[src/rtl/tmds_decoder.sv]
// rtl/tmds_decoder.sv - TMDS receive channel decoder with bit-slip symbol alignment
//
// Purpose: takes unaligned 10-bit words from a 10:1 deserializer, slips the
// symbol boundary one bit at a time until a run of LOCK_TOKENS control tokens
// is seen, then decodes every aligned symbol into de / ctrl / data.
//
// Ports:
//   clk_pix     in   pixel clock
//   rst_pix     in   asynchronous active-high reset
//   sym_in      in   [9:0] raw deserialized word, bit 0 received first
//   de          out  1 = data symbol decoded this cycle
//   ctrl        out  [1:0] last decoded control token value
//   data        out  [7:0] decoded pixel byte, 0 when de = 0
//   locked      out  symbol alignment locked
//   offset      out  [3:0] current bit-slip offset 0..9
//   slip_count  out  [15:0] saturating slip counter (TMDS_DECODER_STATS_EN only)
//
// Optional feature macro: TMDS_DECODER_STATS_EN
module tmds_decoder #(
  parameter int LOCK_TOKENS = 16,
  parameter int TIMEOUT     = 4096
) (
  input  logic        clk_pix,
  input  logic        rst_pix,
  input  logic [9:0]  sym_in,
  output logic        de,
  output logic [1:0]  ctrl,
  output logic [7:0]  data,
  output logic        locked,
  output logic [3:0]  offset
`ifdef TMDS_DECODER_STATS_EN
  ,
  output logic [15:0] slip_count
`endif
);

  localparam int               TMO_W    = (TIMEOUT > 2) ? $clog2(TIMEOUT) : 1;
  localparam logic [TMO_W-1:0] TMO_LAST = TMO_W'(TIMEOUT - 1);
  localparam logic [7:0]       RUN_MAX  = 8'(LOCK_TOKENS);

  typedef enum logic {SEARCH = 1'b0, LOCKED = 1'b1} state_t;

  state_t           state_q, state_d;
  logic [9:0]       sym_prev_q;
  logic [9:0]       aln_q, aln_d;
  logic [3:0]       offset_q, offset_d;
  logic [7:0]       run_q, run_d, run_cnt;
  logic [TMO_W-1:0] tmo_q, tmo_d;
  logic             settle_q, settle_d;
  logic             de_q, de_d;
  logic [1:0]       ctrl_q, ctrl_d;
  logic [7:0]       data_q, data_d;

  logic [19:0]      window;
  logic             is_tok;
  logic [1:0]       tok_val;
  logic [7:0]       t;
  logic [7:0]       dec;
  logic             complete;
  logic             expire;

  // Stage 1: the older word sits in the low half, so offset k starts the
  // symbol k bits into the previous word.
  always_comb begin
    window = {sym_in, sym_prev_q};
    aln_d  = 10'(window >> offset_q);
  end

  always_comb begin
    is_tok  = 1'b1;
    tok_val = 2'b00;
    case (aln_q)
      10'b1101010100: tok_val = 2'b00;
      10'b0010101011: tok_val = 2'b01;
      10'b0101010100: tok_val = 2'b10;
      10'b1010101011: tok_val = 2'b11;
      default:        is_tok  = 1'b0;
    endcase
  end

  // Undo the optional inversion, then the XOR/XNOR transition chain.
  always_comb begin
    t      = aln_q[9] ? ~aln_q[7:0] : aln_q[7:0];
    dec    = '0;
    dec[0] = t[0];
    for (int i = 1; i < 8; i++) begin
      dec[i] = aln_q[8] ? (t[i] ^ t[i-1]) : ~(t[i] ^ t[i-1]);
    end
  end

  // The word captured on the slip edge was aligned with the old offset, so
  // it is not allowed to count towards a run.
  always_comb begin
    run_cnt = run_q;
    if (settle_q)                run_cnt = '0;
    else if (!is_tok)            run_cnt = '0;
    else if (run_q != RUN_MAX)   run_cnt = run_q + 8'd1;
  end

  assign complete = (run_cnt == RUN_MAX);
  assign expire   = (tmo_q == TMO_LAST) && !complete;

  always_comb begin
    state_d  = state_q;
    offset_d = offset_q;
    run_d    = run_cnt;
    tmo_d    = complete ? '0 : tmo_q + TMO_W'(1);
    settle_d = 1'b0;
    case (state_q)
      SEARCH: begin
        if (complete) begin
          state_d = LOCKED;
        end else if (expire) begin
          offset_d = (offset_q == 4'd9) ? 4'd0 : offset_q + 4'd1;
          run_d    = '0;
          tmo_d    = '0;
          settle_d = 1'b1;
        end
      end
      LOCKED: begin
        if (expire) begin
          state_d = SEARCH;
          run_d   = '0;
          tmo_d   = '0;
        end
      end
      default: state_d = SEARCH;
    endcase
  end

  // Stage 2: gated by the registered lock state.
  always_comb begin
    de_d   = 1'b0;
    ctrl_d = 2'b00;
    data_d = 8'h00;
    if (state_q == LOCKED) begin
      if (is_tok) begin
        ctrl_d = tok_val;
      end else begin
        de_d   = 1'b1;
        ctrl_d = ctrl_q;
        data_d = dec;
      end
    end
  end

  always_ff @(posedge clk_pix or posedge rst_pix) begin
    if (rst_pix) begin
      state_q    <= SEARCH;
      sym_prev_q <= '0;
      aln_q      <= '0;
      offset_q   <= '0;
      run_q      <= '0;
      tmo_q      <= '0;
      settle_q   <= 1'b0;
      de_q       <= 1'b0;
      ctrl_q     <= 2'b00;
      data_q     <= 8'h00;
    end else begin
      state_q    <= state_d;
      sym_prev_q <= sym_in;
      aln_q      <= aln_d;
      offset_q   <= offset_d;
      run_q      <= run_d;
      tmo_q      <= tmo_d;
      settle_q   <= settle_d;
      de_q       <= de_d;
      ctrl_q     <= ctrl_d;
      data_q     <= data_d;
    end
  end

  assign de     = de_q;
  assign ctrl   = ctrl_q;
  assign data   = data_q;
  assign locked = (state_q == LOCKED);
  assign offset = offset_q;

`ifdef TMDS_DECODER_STATS_EN
  logic        slip;
  logic [15:0] slip_cnt_q;

  assign slip = (state_q == SEARCH) && expire;

  always_ff @(posedge clk_pix or posedge rst_pix) begin
    if (rst_pix) begin
      slip_cnt_q <= '0;
    end else if (slip && (slip_cnt_q != 16'hFFFF)) begin
      slip_cnt_q <= slip_cnt_q + 16'd1;
    end
  end

  assign slip_count = slip_cnt_q;
`endif

endmodule
[config.mk]
export PLATFORM = sky130hd
export DESIGN_NAME = tmds_decoder
export DESIGN_NICKNAME = d
export VERILOG_FILES = /design/src/rtl/tmds_decoder.sv
export SDC_FILE = /design/constraint.sdc
export NUM_CORES = 1
export LEC_CHECK = 0
export CORE_MARGIN = 3
export CORE_UTILIZATION = 40
export CTS_BUF_LIST = sky130_fd_sc_hd__clkbuf_16
export DETAILED_ROUTE_END_ITERATION = 12
export PLACE_DENSITY = 0.7
export SLEW_MARGIN = 20
export SYNTH_ARGS = -nofsm -noshare
export SYNTH_HDL_FRONTEND = slang
export SYNTH_SLANG_ARGS = --single-unit
export TNS_END_PERCENT = 5
[constraint.sdc]
create_clock -name clk_pix -period 2.37 [get_ports clk_pix]
set_clock_uncertainty 0.15 [all_clocks]
set_input_delay 0.711 -clock clk_pix [delete_from_list [all_inputs] [get_ports clk_pix]]
set_output_delay 0.711 -clock clk_pix [all_outputs]
set_load 0.01 [all_outputs]
==> results.yml, run 1 <==
placed_design:
  port-buffer-count: 27
  post_dp_cell_area_um2: 3710
  place_hpwl_mm: 4.56
  gp_congestion: 0.873
  dp_cells: 451
  place_ws_ps: -104
global_route:
  grt_util_met2_pct: 23.6
  met1_usage_pct: 20.9
  grt_overflow_total: 0
  grt_pass1_vias: 2292
  grt_pass1_wl_mm: 10.9
  grt_start_max_net_pins: 48
  top_usage_layer: "met2"
  antenna_found_initial: 0
  use_met3_pct: 4.66
  track_usage_pct: 15.5
power:
  p_per_area_nw_per_um2: 609
  p_leak_nw: 1.76
  power.total_mw: 2.47
  worst_ir_drop_vdd_mv: 0.321
routing:
  first_pass_iters: 4
  drtAntennaViolNets: 0
  wl_per_cell_um: 13.5
  finalWirelength_mm: 6.35
  num_vias: 2400
  route.detailed.drc: 0
  viasPerCell: 5.11
  drtIter0Drc: 87
cells_and_area:
  utilization_pct: 52.2
  layout.cells.non_filler: 470
  area_growth_pct: 26.0
  fin_area_um2: 4050
  n_antenna_cell: 0
  nets: 386
  drive_above_1_share_pct: 16.6
critical_path:
  endpoint_kind: "flop"
  crit_fanout: 8
  crit_top_cell: "buf_4"
  slowest_delay_ps: 450
  critPathKind: "flop to flop"
  arrival_ps: 2370
  cp_slowest_cell: "dfrtp_2"
  start_kind: "flop"
  worstPathRequired_ps: 2460
  crit_chain: "buf_4, a21bo_2, a41oi_1, a2111oi_4, o21a_4, buf_4, nor4_1, xnor2_1"
outcome:
  status: "finished, final reports clean"
logic_synthesis:
  syn_area_um2: 3220
  synth_fa_ha_area_share_pct: 4.28
  synth_compound_area_share_pct: 10.3
  yosys.area_share.simple_pct: 16.8
  yosysWarnings: 0
  synth-seq-cells: 57
  synth_cells: 319
  synth-async-reset-ratio_pct: 100
  syn-num-nets: 342
  synth.distinct_cells: 47
  avgSynthCellArea_um2: 10.1
  yosysSeqAreaShare_pct: 44.3
  synth.area.top_cells: "dfrtp_1 44%, mux4_2 5.6%, xnor2_1 5.2%"
  synth_ff_type: "dfrtp_1"
  synthMuxAreaShare_pct: 11.1
  synth_top_area_share_pct: 44.3
  synth_xor_area_share_pct: 8.17
  yosysTopAreaCell: "dfrtp_1"
  synth_top_family_by_area: "simple AND/OR/NAND/NOR gates"
  synth_edf_count: 0
timing:
  post-route-min-period_ps: 2290
  finalHoldViolCount: 0
  tns_ps: 0
  clock.fmax_mhz: 437
  rsz0062_at_grt: "false"
  setup_violations: 0
  setup_ws_ps: 82.6
  holdWs_ps: 340
  relSlewSlack_pct: 69.6
  max_slew.worst_pin.slew_ps: 453
  min_period_over_period_pct: 96.5
  slew_viol_final: 0
cts:
  hold_buffers: 0
  tritoncts: "yes"
  numCtsBuffers: 9
  cts_root_buf: "clkbuf_16"
  cts.sinks: 57
  path_clk_slew_ps: 50
  clk_path_buf_depth: 2
  worstSkewPairLatency_ps: 320
  cts.htree.levels: 3
floorplan:
  initial_utilization_pct: 41.4
  fp.dieArea_um2: 9150
  die_y_um: 95.7
  rows: 32
  core_um2: 7770
  die_w_um: 95.7
  io_pins: 28
worst_hold_path:
  holdCritPathClass: "flop to flop"
job:
  cap_violations: 0
-- report_power, final --
part	internal, mW	switching [mW]
Clock	0.899	0.419
Sequential	0.993	0.0154
Combinational	0.0742	0.0700
Total	1.97	0.504
-- cell type report --
type                       instances  area (um^2)
tap                              102          128
clock buffer                       9          225
timing repair buffer              51          475
fill                             693         3710
multi-input combinational        225         1650
sequential                        57         1430
clock inverter                     7         78.8
inverter                          19         71.3
-- worst max-delay path, delay by kind of cell (launching register included) --
kind                      cells  cell delay [ps]
DFF                           1              450
buffers and inverters         2              290
xor gates and xnor gates      1              170
AOI/OAI and AO/OA             4              870
and+or+nand+nor               1              280
-- cells by family (layout without fill, tap and decap cells) --
kind of cell | count (synthesis) | in the layout
and+or+nand+nor | 110 | 110
DFF | 57 | 57
AOI/OAI and AO/OA | 49 | 49
buffers and inverters | 37 | 86
xor gates and xnor gates | 30 | 30
muxes | 25 | 25
adders and majority gates | 11 | 11
-- timing repair --
item | CTS | global route
endpoints found under the setup margin | 12 | 17
buffers inserted | 0 | 3
resized for setup | 3 | 2
pin swaps | 0 | 3
-- synth_stat cells (2+ instances only) --
| master | instances |
|---|---|
| a211oi_1 | 5 |
| a21oi_1 | 17 |
| a41oi_1 | 2 |
| and2_1 | 3 |
| and3_1 | 9 |
| and3b_1 | 3 |
| buf_1 | 3 |
| buf_2 | 4 |
| clkbuf_1 | 9 |
| dfrtp_1 | 57 |
| ha_1 | 11 |
| inv_1 | 18 |
| mux2_2 | 5 |
| mux2i_1 | 12 |
| mux4_2 | 8 |
| nand2_1 | 21 |
| nand3_1 | 12 |
| nand3_2 | 2 |
| nand3b_1 | 3 |
| nand4_1 | 2 |
| nor2_1 | 39 |
| nor2b_1 | 3 |
| nor3_1 | 7 |
| o21ai_0 | 12 |
| o22ai_1 | 2 |
| xnor2_1 | 19 |
| xor2_1 | 11 |
-- metal layers --
| layer | share of wire (%) | vias to the layer above |
|---|---|---|
| li1 | - | 1190 |
| met1 | 46 | 1141 |
| met2 | 47 | 60 |
| met3 | 5.4 | 9 |
| met4 | 1.3 | 0 |
| met5 | 0 | - |
-- path summary, 6_finish.rpt --
check                      slack (ps)  cells past startpoint                from                 endpoint
max                                80                      8  run_q[0]$_DFF_PP0_    offset[2]$_DFFE_PP0P_
min                               340                      1  tmo_q[0]$_DFF_PP0_       tmo_q[0]$_DFF_PP0_
max reg2reg                        80                      8  run_q[0]$_DFF_PP0_    offset[2]$_DFFE_PP0P_
min reg2reg                       340                      1  tmo_q[0]$_DFF_PP0_       tmo_q[0]$_DFF_PP0_
max in group asynchronous        1060                      3             rst_pix       run_q[1]$_DFF_PP0_
min in group asynchronous         480                      2             rst_pix  sym_prev_q[4]$_DFF_PP0_
-- flip-flops by register name, indices dropped and copies added (netlist names) --
name and count:
data 8, de 1, offset 4, settle_q 1
tmo_q 12, aln_q 10, locked 1, sym_prev_q 10
run_q 8, ctrl 2
-- placed cells by master, fill, tap and decap left out, drive strengths merged, types with 7 or more instances in the layout --
cell,n
ha,11
inv,21
clkbuf,9
o21ai,12
xor2,11
nor2,39
a21oi,17
mux2i,12
nand2,21
xnor2,19
buf,24
clkdlybuf4s50,27
nand3,14
nor3,7
dfrtp,57
and3,9
mux4,8
Note: power is estimated with default switching activity, not from simulation.
==> run 2: changes to the inputs <==
- REMOVE_ABC_BUFFERS: default -> 1
==> run 2 against run 1 <==
Sequential share of layout area down 0.22 points. Maximum frequency about the same. Core utilization up 0.47 points. Largest cell class unchanged. Largest power group unchanged. Highest routed layer unchanged.
==> results.yml, run 2 (synthesis results as in run 1) <==
floorplan:
  initial_utilization_pct: 41.4
  rows: 32
  io_pins: 28
  die_w_um: 95.7
  die_y_um: 95.7
  fp.dieArea_um2: 9150
  core_um2: 7770
cells_and_area:
  n_antenna_cell: 0
  largest_register_ffs: 12
  top_register: "tmo_q"
  largest_registers: "tmo_q x12, aln_q x10, sym_prev_q x10"
  mostFrequentLayoutCell: "dfrtp_1"
  nets: 391
  num-fill-cells: 696
  drive_above_1_share_pct: 19.4
  area_growth_pct: 27.1
  layout_common_cells: "52 x dfrtp_1, 39 x nor2_1, 28 x buf_4, 27 x clkdlybuf4s50_1, 20 x nand2_1"
  fin_area_um2: 4090
critical_path:
  critPathBufInv: 0
  crit_chain: "xor2_1, or4_4, a2111oi_4, o21a_4, mux2i_2, nor3_1"
  start_kind: "flop"
  cp_top_family: "compound AO/OA/AOI/OAI gates"
  arrival_ps: 2330
  critical_path_depth: 6
  endpoint_kind: "flop"
  cp_slowest_cell: "or4_4"
  critPathKind: "flop to flop"
  crit_fanout: 8
  worstPathRequired_ps: 2420
  reg2reg_depth: 6
  slowest_delay_ps: 440
timing:
  setup_violations: 0
  relSlewSlack_pct: 71.9
  slew_viol_final: 0
  post-route-min-period_ps: 2290
  rsz0062_at_grt: "true"
  max_slew.worst_pin.slew_ps: 421
  clock.fmax_mhz: 437
  finalHoldViolCount: 0
  setup_ws_ps: 83.3
  min_period_over_period_pct: 96.5
  holdWs_ps: 324
  tns_ps: 0
power:
  p_leak_nw: 1.77
  p_per_area_nw_per_um2: 601
  worst_ir_drop_vdd_mv: 0.323
  power.total_mw: 2.46
worst_hold_path:
  holdCritPathClass: "flop to flop"
  whs_path_depth: 1
cts:
  numCtsBuffers: 9
  worstSkewPairLatency_ps: 320
  cts.sinks: 57
  path_clk_slew_ps: 50
  cts.htree.levels: 3
  cts_root_buf: "clkbuf_16"
  clk_path_buf_depth: 2
  tritoncts: "yes"
global_route:
  track_usage_pct: 15.8
  grt_pass1_wl_mm: 11.0
  grt_start_max_net_pins: 58
  grt_pass1_vias: 2374
  grt_overflow_total: 0
  antenna_found_initial: 0
routing:
  wl_per_cell_um: 13.7
  drtAntennaViolNets: 0
  drtIter0Drc: 66
  finalWirelength_mm: 6.51
  viasPerCell: 5.11
  num_vias: 2424
  first_pass_iters: 4
  route.detailed.drc: 0
placed_design:
  gp_congestion: 0.815
  place_ws_ps: -102
  place_hpwl_mm: 4.73
  port-buffer-count: 27
  post_dp_cell_area_um2: 3740
outcome:
  status: "finished, final reports clean"
job:
  cap_violations: 0
run 2: stage by stage:
stage / std cells / utilization (%)
2_1_floorplan: 301 / -
3_3_place_gp: 457 / 48.2
3_5_place_dp: 457 / 48.2
4_1_cts: 474 / 52.4
5_1_grt: 474 / 52.6
6_report: 474 / 52.6
run 2: timing repair:
action | 4_1_cts | 5_1_grt
pin swaps | 2 | 0
resized for setup | 4 | 7
setup endpoints to repair | 15 | 17
buffers inserted | 2 | 0
hold buffers | 0 | 0
run 2: final timing paths:
check,start,to,slack (ps)
worst max-delay path,run_q[6]$_DFF_PP0_,run_q[1]$_DFF_PP0_,80
worst min-delay path,tmo_q[0]$_DFF_PP0_,tmo_q[0]$_DFF_PP0_,320
worst max register to register,run_q[6]$_DFF_PP0_,run_q[1]$_DFF_PP0_,80
worst min register to register,tmo_q[0]$_DFF_PP0_,tmo_q[0]$_DFF_PP0_,320
max in group asynchronous,rst_pix,run_q[7]$_DFF_PP0_,1180
min in group asynchronous,rst_pix,sym_prev_q[1]$_DFF_PP0_,610
run 2: where the power goes:
part           switching, mW  internal [mW]
logic                 0.0713         0.0754
clock network          0.406          0.896
registers             0.0160          0.993
run 2: layout make-up:
class                   instances  area (um^2)  area share, %
clock buffers                   9          225           5.51
clock inverters                 6         75.1           1.84
inverters                      19         71.3           1.74
multi-input cells             225         1660           40.5
flip-flops and latches         57         1430           35.0
well taps                     102          128           3.12
repair buffers                 56          500           12.2
run 2: worst reg2reg max path, delay by kind of cell, from the launching register on:
kind / cells / cell delay (ps)
flip-flops: 1 / 420
AO/OA/AOI/OAI: 2 / 640
XOR/XNOR: 1 / 180
AND/OR/NAND/NOR: 2 / 520
multiplexers: 1 / 260
run 2: metal layers:
metal  wire (um)  GRT usage (%)  vias up
met5           0              0        -
met4          64           3.67        0
met3         289           5.45        9
met2        3120           25.5       54
met1        3040           20.5     1166
li1            -              -     1195
==> run 3: changes to the inputs <==
- SKIP_LAST_GASP: default -> 1
- clock period: 2.37 -> 1.8 ns (I/O delays scaled with it)
==> run 3 against run 2 <==
The flow now finishes with violations (setup timing). Final cell count up 11%. Sequential power up 32%. Design area up 10%. Global-route usage up 1.7 points. Critical path depth unchanged. Clock-buffer cell count unchanged. Largest cell class unchanged. Maximum frequency down 0.69%. Non-clock buffer count up 50. Worst setup slack worse by 590 ps. Combinational power up 52%. Sequential share of layout area down 3.3 points.
==> results.yml, run 3 (synthesis results as in run 1) <==
timing:
  min_period_over_period_pct: 128
  finalHoldViolCount: 0
  clock.fmax_mhz: 434
  setup_ws_ps: -503
  setup_violations: 48
  holdWs_ps: 343
  rsz0062_at_grt: "true"
  max_slew.worst_pin.slew_ps: 421
  slew_viol_final: 0
  post-route-min-period_ps: 2300
  relSlewSlack_pct: 71.9
routing:
  route.detailed.drc: 0
  wl_per_cell_um: 14.0
  drtIter0Drc: 83
  viasPerCell: 5.04
  first_pass_iters: 4
  num_vias: 2645
  finalWirelength_mm: 7.32
  drtAntennaViolNets: 0
critical_path:
  start_kind: "flop"
  crit_fanout: 5
  rrSetupSlack_ps: -500
  worstPathRequired_ps: 1850
  critPathKind: "flop to flop"
  arrival_ps: 2350
  endpoint_kind: "flop"
placed_design:
  port-buffer-count: 27
  dp_cells: 504
  gp_congestion: 0.831
  place_hpwl_mm: 5.39
  place_ws_ps: -531
cts:
  numCtsBuffers: 9
  tritoncts: "yes"
  worstSkewPairLatency_ps: 320
  clk_path_buf_depth: 2
  cts.htree.levels: 3
  cts_root_buf: "clkbuf_16"
  cts.sinks: 57
  path_clk_slew_ps: 50
floorplan:
  core_um2: 7770
  initial_utilization_pct: 41.4
  fp.dieArea_um2: 9150
  die_y_um: 95.7
  io_pins: 28
  die_w_um: 95.7
  rows: 32
global_route:
  grt_start_max_net_pins: 31
  grt_pass1_wl_mm: 12.4
  grt_overflow_total: 0
  track_usage_pct: 17.5
  antenna_found_initial: 0
  grt_pass1_vias: 2725
cells_and_area:
  mostFrequentLayoutCell: "buf_4"
  largest_register_ffs: 12
  n_antenna_cell: 0
  nets: 442
  top_register: "tmo_q"
  layout_common_cells: "76 x buf_4, 54 x dfrtp_1, 39 x nor2_1, 27 x clkdlybuf4s50_1, 21 x nand2_1"
  num-fill-cells: 638
  largest_registers: "tmo_q x12, aln_q x10, sym_prev_q x10"
  layout.cells.non_filler: 525
  drive_above_1_share_pct: 29.6
  area_growth_pct: 39.9
power:
  worst_ir_drop_vdd_mv: 0.429
  p_per_area_nw_per_um2: 699
  power.total_mw: 3.15
  p_leak_nw: 2.02
worst_hold_path:
  holdCritPathClass: "primary input to asynchronous set/reset pin"
outcome:
  violations: "setup timing"
  status: "finished, violations left"
job:
  cap_violations: 0
[run 3: changes by cell type in the layout (fill, tap and decap cells not counted), sizes merged]
cell | before | now
bufinv | 2 | 1
inv | 19 | 18
clkinvlp | 0 | 1
clkinv | 4 | 5
o21a | 2 | 3
buf | 29 | 79
[run 3: critical path, cell delays in order, from the launching register on]
cell       delay (ps)
dfrtp_1           430
xor2_1            170
or4_4             440
a2111oi_4         440
o21a_4            240
mux2i_2           240
nor3_1             70
[run 3: report_power, final]
part           internal, mW  total [mW]  switching (mW)
combinational         0.120       0.224           0.104
clock                  1.05        1.59           0.543
sequential             1.31        1.33          0.0198
total                  2.48        3.15           0.667
[run 3: what timing repair did]
action	in CTS	in global routing
endpoints found under the setup margin	47	50
buffers inserted	2	3
gates resized for setup	8	4
pin swaps	4	0
hold buffers	0	0
hold endpoints to repair	0	0
cloned	1	0
[run 3: final timing paths]
kind	end	start	cells past startpoint
setup / recovery	run_q[1]$_DFF_PP0_	run_q[7]$_DFF_PP0_	6
hold / removal	tmo_q[1]$_DFF_PP0_	rst_pix	2
setup reg to reg	run_q[1]$_DFF_PP0_	run_q[7]$_DFF_PP0_	6
hold reg to reg	ctrl[1]$_DFFE_PP0N_	aln_q[9]$_DFF_PP0_	1
max in group asynchronous	run_q[6]$_DFF_PP0_	rst_pix	3
min in group clk_pix	ctrl[1]$_DFFE_PP0N_	aln_q[9]$_DFF_PP0_	1
[run 3: final cells by class]
type,instances,area (um^2),area share (%)
multi-input combinational,226,1690,37.5
sequential,57,1430,31.8
timing repair buffer,106,901,20.0
clock buffer,9,225,5.00
tap,102,128,2.83
inverter,19,71.3,1.58
clock inverter,6,60.1,1.33
[run 3: layer usage]
| layer | GRT usage [%] | wire length [um] |
|---|---|---|
| met2 | 29.2 | 3750 |
| met3 | 5.05 | 374 |
| met1 | 20.8 | 3060 |
| met5 | 0 | 0 |
| met4 | 8.06 | 146 |
[run 3: stage by stage]
| stage | cell area [um^2] | utilization, % | setup TNS (ps) |
|---|---|---|---|
| 2_1_floorplan | 3130 | - | -28680 |
| 3_3_place_gp | 4120 | 53.0 | -13230 |
| 3_5_place_dp | 4120 | 53.0 | -14580 |
| 4_1_cts | 4460 | 57.4 | -11720 |
| 5_1_grt | 4500 | 58.0 | -15800 |
| 6_report | 4500 | 58.0 | -12490 |
